[src/rtl/fetch_pc_ctrl_pkg.sv]
// fetch_pc_ctrl_pkg: shared fetch types and constants for the instruction-fetch PC controller.
package fetch_pc_ctrl_pkg;
    localparam int XLEN = 32;
    localparam logic [XLEN-1:0] INSTR_BYTES = 32'd4;
    typedef enum logic [1:0] {REQ, WAIT, HOLD} fetch_state_t;
endpackage

[src/rtl/fetch_pc_ctrl_pc_adder.sv]
// pc_adder: PC plus immediate, wrapping modulo 2^XLEN.
module pc_adder import fetch_pc_ctrl_pkg::*; (
    input  logic [XLEN-1:0] pc,
    input  logic [XLEN-1:0] imm,
    output logic [XLEN-1:0] result
);
    assign result = pc + imm;
endmodule

[src/rtl/fetch_pc_ctrl.sv]
// fetch_pc_ctrl: fetch PC, one-outstanding imem requests and a one-entry decode buffer.
// Optional PC_MISALIGN_TRAP_EN: misaligned redirect targets trap to TRAP_VECTOR.
module fetch_pc_ctrl import fetch_pc_ctrl_pkg::*; #(
    parameter logic [XLEN-1:0] RESET_VECTOR = 32'h0000_0000,
    parameter logic [XLEN-1:0] TRAP_VECTOR  = 32'h0000_0100
) (
    input  logic            clk,
    input  logic            rst_n,
    input  logic            redirect_valid_i,
    input  logic [XLEN-1:0] redirect_target_i,
    output logic            imem_req_valid_o,
    output logic [XLEN-1:0] imem_req_addr_o,
    input  logic            imem_req_ready_i,
    input  logic            imem_rsp_valid_i,
    input  logic [XLEN-1:0] imem_rsp_data_i,
    output logic            if_valid_o,
    output logic [XLEN-1:0] if_pc_o,
    output logic [XLEN-1:0] if_instr_o,
    input  logic            if_ready_i,
    output logic            misalign_o,
    output logic [XLEN-1:0] misalign_addr_o
);
    fetch_state_t    state;
    logic [XLEN-1:0] pc_q, pc_inc, load_pc;
    logic            drop_q, req_hs, bad_target, redirect_drop;

    pc_adder u_pc_adder (.pc(pc_q), .imm(INSTR_BYTES), .result(pc_inc));

    assign imem_req_valid_o = state == REQ;
    assign imem_req_addr_o  = pc_q;
    assign req_hs           = imem_req_valid_o && imem_req_ready_i;
    // A redirect leaves a request in flight exactly when its response is still to come
    assign redirect_drop    = state == WAIT ? !imem_rsp_valid_i : req_hs;

`ifdef PC_MISALIGN_TRAP_EN
    assign bad_target = |redirect_target_i[1:0];
    assign load_pc    = bad_target ? TRAP_VECTOR : redirect_target_i;
`else
    logic unused_bits;
    assign bad_target  = 1'b0;
    assign load_pc     = {redirect_target_i[XLEN-1:2], 2'b00};
    assign unused_bits = ^{redirect_target_i[1:0], TRAP_VECTOR};
`endif

    always_ff @(posedge clk) begin
        if (!rst_n) begin
            state           <= REQ;
            pc_q            <= RESET_VECTOR;
            drop_q          <= 1'b0;
            if_valid_o      <= 1'b0;
            if_pc_o         <= '0;
            if_instr_o      <= '0;
            misalign_o      <= 1'b0;
            misalign_addr_o <= '0;
        end else begin
            misalign_o <= redirect_valid_i && bad_target;
            if (redirect_valid_i && bad_target)
                misalign_addr_o <= redirect_target_i;
            if (redirect_valid_i) begin
                pc_q       <= load_pc;
                if_valid_o <= 1'b0;
                drop_q     <= redirect_drop;
                state      <= redirect_drop ? WAIT : REQ;
            end else begin
                case (state)
                    REQ: if (req_hs) state <= WAIT;
                    WAIT: if (imem_rsp_valid_i) begin
                        if (!drop_q) begin
                            if_valid_o <= 1'b1;
                            if_pc_o    <= pc_q;
                            if_instr_o <= imem_rsp_data_i;
                        end
                        drop_q <= 1'b0;
                        state  <= drop_q ? REQ : HOLD;
                    end
                    HOLD: if (if_ready_i) begin
                        if_valid_o <= 1'b0;
                        pc_q       <= pc_inc;
                        state      <= REQ;
                    end
                    default: state <= REQ;
                endcase
            end
        end
    end
endmodule

[config.mk]
export PLATFORM = sky130hd
export DESIGN_NAME = fetch_pc_ctrl
export DESIGN_NICKNAME = d
export VERILOG_FILES = /design/src/rtl/fetch_pc_ctrl_pkg.sv /design/src/rtl/fetch_pc_ctrl_pc_adder.sv /design/src/rtl/fetch_pc_ctrl.sv
export SDC_FILE = /design/constraint.sdc
export NUM_CORES = 1
export LEC_CHECK = 0
export BUFFER_PORTS_ARGS = -buffer_cell sky130_fd_sc_hd__buf_2
export CORE_UTILIZATION = 43
export CTS_CLUSTER_SIZE = 30
export DETAILED_ROUTE_END_ITERATION = 10
export HOLD_SLACK_MARGIN = 0.05
export PLACE_DENSITY = 0.77
export SETUP_SLACK_MARGIN = 0.3
export SLEW_MARGIN = 20
export SYNTH_ARGS = -nofsm -noshare
export SYNTH_HDL_FRONTEND = slang
export SYNTH_SLANG_ARGS = --single-unit
[constraint.sdc]
create_clock -name clk -period 2.2 [get_ports clk]
set_input_delay 0.22 -clock clk [delete_from_list [all_inputs] [get_ports clk]]
set_output_delay 0.22 -clock clk [all_outputs]
set_load 0.01 [all_outputs]
======== After elaboration in Yosys (flattened, before gate mapping) ========
Index checks and enable logic that the tools add are counted.
operators by class
  $add $sub $neg .......................... 1
  $mul .................................... 0
  div/mod/pow operators ................... 0
  magnitude comparators ................... 0
  equality and inequality tests ........... 8
  shift-type cells ........................ 0
  mux-type cells .......................... 18
  bitwise gates (word level) .............. 3
  reductions and logical operators ........ 15
operators by type and width
  cell                     count
  $mux W32                 3
  $add A32 B3 Y32 const B  1
  $mux W2                  5
  $reduce_bool A2 Y1       5
  $mux W1                  8
  $reduce_and A4 Y1        2
  $ne A2 B2 Y1 const B     3
  $ne A3 B3 Y1 const B     2
  $pmux W2 S3              1
  $reduce_and A2 Y1        3
  $ne A3 B2 Y1 const B     1
  $not A1 Y1               3
  $reduce_and A3 Y1        1
  $eq A2 B1 Y1 const B     1
  $eq A2 B2 Y1 const B     1
  $logic_not A2 Y1         1
  $pmux W1 S2              1
  $reduce_or A2 Y1         1
  $logic_and A1 B1 Y1      1
  $logic_not A1 Y1         1
storage, ports and cells
  flip-flop bits (word level) ............. 100
  bits in latches ......................... 0
  RAM bits ................................ 0
  memory bits (read-only) ................. 0
  input bits .............................. 70
  logic and storage cells ................. 52
  memories kept ........................... 0

======== Longest topological paths before layout ========
  depth in word-level cells ............... 5
  depth in mapped cells ................... 6
  mapped depth without buffers ............ 5

======== Modules after synthesis ========
A second synthesis with hierarchy kept.
unflattened totals
  cells, all modules ...................... 744
  area total of the unflattened synthesis .. 6055.8 µm²
by module, submodules not included
  module         instances  cells each  area an instance (µm²)  seq. area each (µm²)
  fetch_pc_ctrl  1          508         4342.9                  2001.9
  pc_adder       1          236         1712.9                  0.0

======== Worst setup path after synthesis ========
Ideal clock, no wire load.
  path kind ............................... flip-flop to flip-flop
  start ................................... register pc_q[2], in the netlist imem_req_addr_o[2]
  end ..................................... register pc_q[30], in the netlist imem_req_addr_o[30]
  setup time .............................. 116 ps
  arrival ................................. 2047 ps
  setup slack ............................. 37 ps
  stages on the path, launching flop included .. 7
  buffers on the path ..................... 1
  period minus slack after synthesis ...... 2163 ps
  path through ............................ dfxtp_1 -> ha_1 -> nand3_1 -> or4_1 -> clkbuf_1 -> or4_1 -> and3_1
on the way
  word-level cells in the longest chain between the ends .. 4
ends and longest elaborated chain
  item                    RTL line                     RTL
  from (decl)             fetch_pc_ctrl.sv:24          logic [XLEN-1:0] pc_q, pc_inc, load_pc;
  from (signal assigned)  fetch_pc_ctrl.sv:60          pc_q <= load_pc;
  from (signal assigned)  fetch_pc_ctrl.sv:78          pc_q <= pc_inc;
  $add A32 B3 Y32         fetch_pc_ctrl_pc_adder.sv:7  assign result = pc + imm;
  $mux W32                fetch_pc_ctrl.sv:76          HOLD: if (if_ready_i) begin
  $mux W32                fetch_pc_ctrl.sv:65          case (state)
  $mux W32                fetch_pc_ctrl.sv:59          if (redirect_valid_i) begin
Every way passes these cells. The select of a mux whose other input is x is not followed.
A chain may end at the register's enable or synchronous reset.

======== Worst setup path in the final report ========
  start ................................... register pc_q[2], in the netlist imem_req_addr_o[2]
  end ..................................... register pc_q[27], in the netlist imem_req_addr_o[27]
Same word-level chain as after synthesis.

==> results.toml <==
[outcome]
run_status = "finished, final reports clean"

[power_and_ir_drop]
intPower_mw = 2.74
p_comb_frac = 0.115
power_switching_uw = 940
finalPower_mw = 3.68
switching_share = 0.255
p_per_area_mw_per_mm2 = 639
p_leak_nw = 2.47
clkPwrFrac = 0.379
peakVddDrop_mv = 0.340
p_seq_frac = 0.506

[synth]
synth-xor-area-share = 0.0194
synth_edf_count = 0
netlist_area_sq_mm = 0.00451
synthAdderAreaFrac = 0.00277
synthCells = 558
yosysUniqueCellTypes = 42
ys_seq_area_frac = 0.426
muxShareOfSynthArea = 0.00222
yosysWarnings = 0
synth-seq-cells = 96
async_reset_ff_frac = 0
synth_top_family_by_area = "simple AND/OR/NAND/NOR gates"
yosys.area_share.simple = 0.247
ys.flop_type = "dfxtp_1"
synth_compound_area_frac = 0.201
avgSynthCellArea_sq_um = 8.09

[layout]
antennaDiodeCount = 0
layout_commonest_cell = "buf_2"
drive_gt1_frac = 0.320
mostFrequentLayoutCells = "161 x buf_2, 141 x nand2_1, 85 x dfxtp_1"
fin_nets = 787
nFillCells = 983
post-route-cell-area_sq_mm = 0.00576
final_cells = 857
area_growth_pct = 27.7
finish.utilization = 0.563

[placement]
place_hpwl_um = 8280
io_buffers = 161
placed_area_sq_mm = 0.00539
dpl.cell_count = 833
place_congestion = 0.812
pre_cts_slack_ps = 133

[route]
drtIter0Drc = 326
routedWlPerCell_um = 13.6
avgViaCountPerCell = 5.14
vias = 4408
drc_errors = 0
drt_first_pass_iters = 5
ant_nets = 0
totalWireLength_um = 11700

[clocking]
cts_sinks = 96
cts_made_buffers = 9
cts_buffer_depth = 2
cts_tree = "built"
htreeDepth = 3
cts-root-buf = "clkbuf_8"
path_clk_slew_ps = 100
worstSkewPairLatency_ps = 370

[global_route]
grt_pass1_wl_um = 18500
antenna_found_initial = 0
grt-ovfl-total = 0
grt_max_degree = 49
grt_pass1_vias = 3838
grtUsageTotal = 0.211

[timing]
hold_violations = 0
rsz0062_at_grt = "yes"
fmax_mhz = 519
fin_hold_ws_ps = 75.7
setup_ws_ps = 273
drv_slew = 0
period_share = 0.876
period_minus_slack_ps = 1930
finalSetupViolCount = 0
clock_skew_ps = 13.4
finalSetupTns_ps = 0

[hold_path]
holdPathStages = 2
hold_class = "in -> reg"

[die]
start_util = 0.441
die-area_sq_mm = 0.0109
die-width_um = 104
die_h_um = 104
fp-row-count = 37
core_area_sq_mm = 0.0102
ios = 201

[setup_path]
cpPeakStageDelay_ps = 620
critPathArrivalTime_ps = 2220
worst-path-max-fanout = 8
crit_chain = "nand4_1 > or4_4 > or4_1 > a31oi_1"
slowest_stage = "or4_4"
cp.required_ps = 2500
critical_path_class = "reg -> reg"
cp-start-kind = "flop"
endpoint_kind = "flop"
reg2reg_depth = 4

[flow_run]
cap_violations = 0
repair_timing:
action	in CTS	in global routing
hold endpoints to repair	1	0
buffers inserted	6	1
gates resized for setup	6	13
pin swaps	3	9
endpoints found under the setup margin	11	17
hold buffers	1	0
flip-flops by register name (all words and copies together) (netlist names):
signal / count
state: 2
imem_req_addr_o: 30
if_valid_o: 1
if_instr_o: 32
if_pc_o: 30
drop_q: 1
cells by family (layout without fill, tap and decap cells):
logic type                 count (synthesis)  count (layout)
AOI/OAI and AO/OA                        133             133
xor gates and xnor gates                  10              10
buffers and inverters                     84             211
muxes                                      1               1
other                                      1              37
DFF                                       96              96
adders and majority gates                  1               1
and+or+nand+nor                          232             232
cells in the mapped netlist (all sizes together), types with 9 or more instances:
master | count | area (sq um)
nand2 | 141 | 529
dfxtp | 96 | 1920
a21boi | 62 | 465
buf | 38 | 283
clkbuf | 38 | 144
o21ai | 31 | 155
or4 | 14 | 105
nand3 | 12 | 60.1
a31oi | 11 | 68.8
nand4 | 11 | 68.8
nor2 | 11 | 41.3
a21oi | 9 | 45.0
xnor2 | 9 | 78.8
power groups by stage:
| stage | sequential, mW | combinational (mW) | clock, mW |
|---|---|---|---|
| floorplan | 1.93 | 0.244 | 0 |
| global placement | 1.90 | 0.393 | 0 |
| detailed placement | 1.91 | 0.403 | 0 |
| CTS | 1.86 | 0.418 | 1.43 |
| global route | 1.87 | 0.466 | 1.52 |
| finish | 1.86 | 0.423 | 1.40 |
path summary, 6_finish.rpt:
| check | startpoint | endpoint | slack (ps) |
|---|---|---|---|
| worst max register to register | imem_req_addr_o[2] | imem_req_addr_o[27] | 270 |
| worst min register to register | if_pc_o[12] | if_pc_o[12] | 460 |
| worst min-delay path | redirect_target_i[2] | imem_req_addr_o[2] | 80 |
| worst max-delay path | imem_req_addr_o[2] | imem_req_addr_o[27] | 270 |
cell type report:
class / instances / area [sq um] / area share
Tap cell: 136 / 170 / 0.0295
Inverter: 8 / 30.0 / 0.00521
Clock buffer: 9 / 124 / 0.0215
Timing Repair Buffer: 187 / 1010 / 0.175
Sequential cell: 96 / 1950 / 0.339
Multi-Input combinational cell: 414 / 2360 / 0.409
Clock inverter: 7 / 119 / 0.0206
layer usage:
metal  up-vias  wire (um)  track usage
li1       2168          -            -
met1      2032       5170        0.268
met2       181       5480        0.343
met3        27        682       0.0351
met4         0        326        0.106
met5         -          0            0
critical path, delay by kind of cell (launching register included):
family / cells / cell delay (ps)
AOI/OAI and AO/OA: 1 / 160
DFF: 1 / 380
and+or+nand+nor: 3 / 1310
Power figures use the tool's default switching activity.
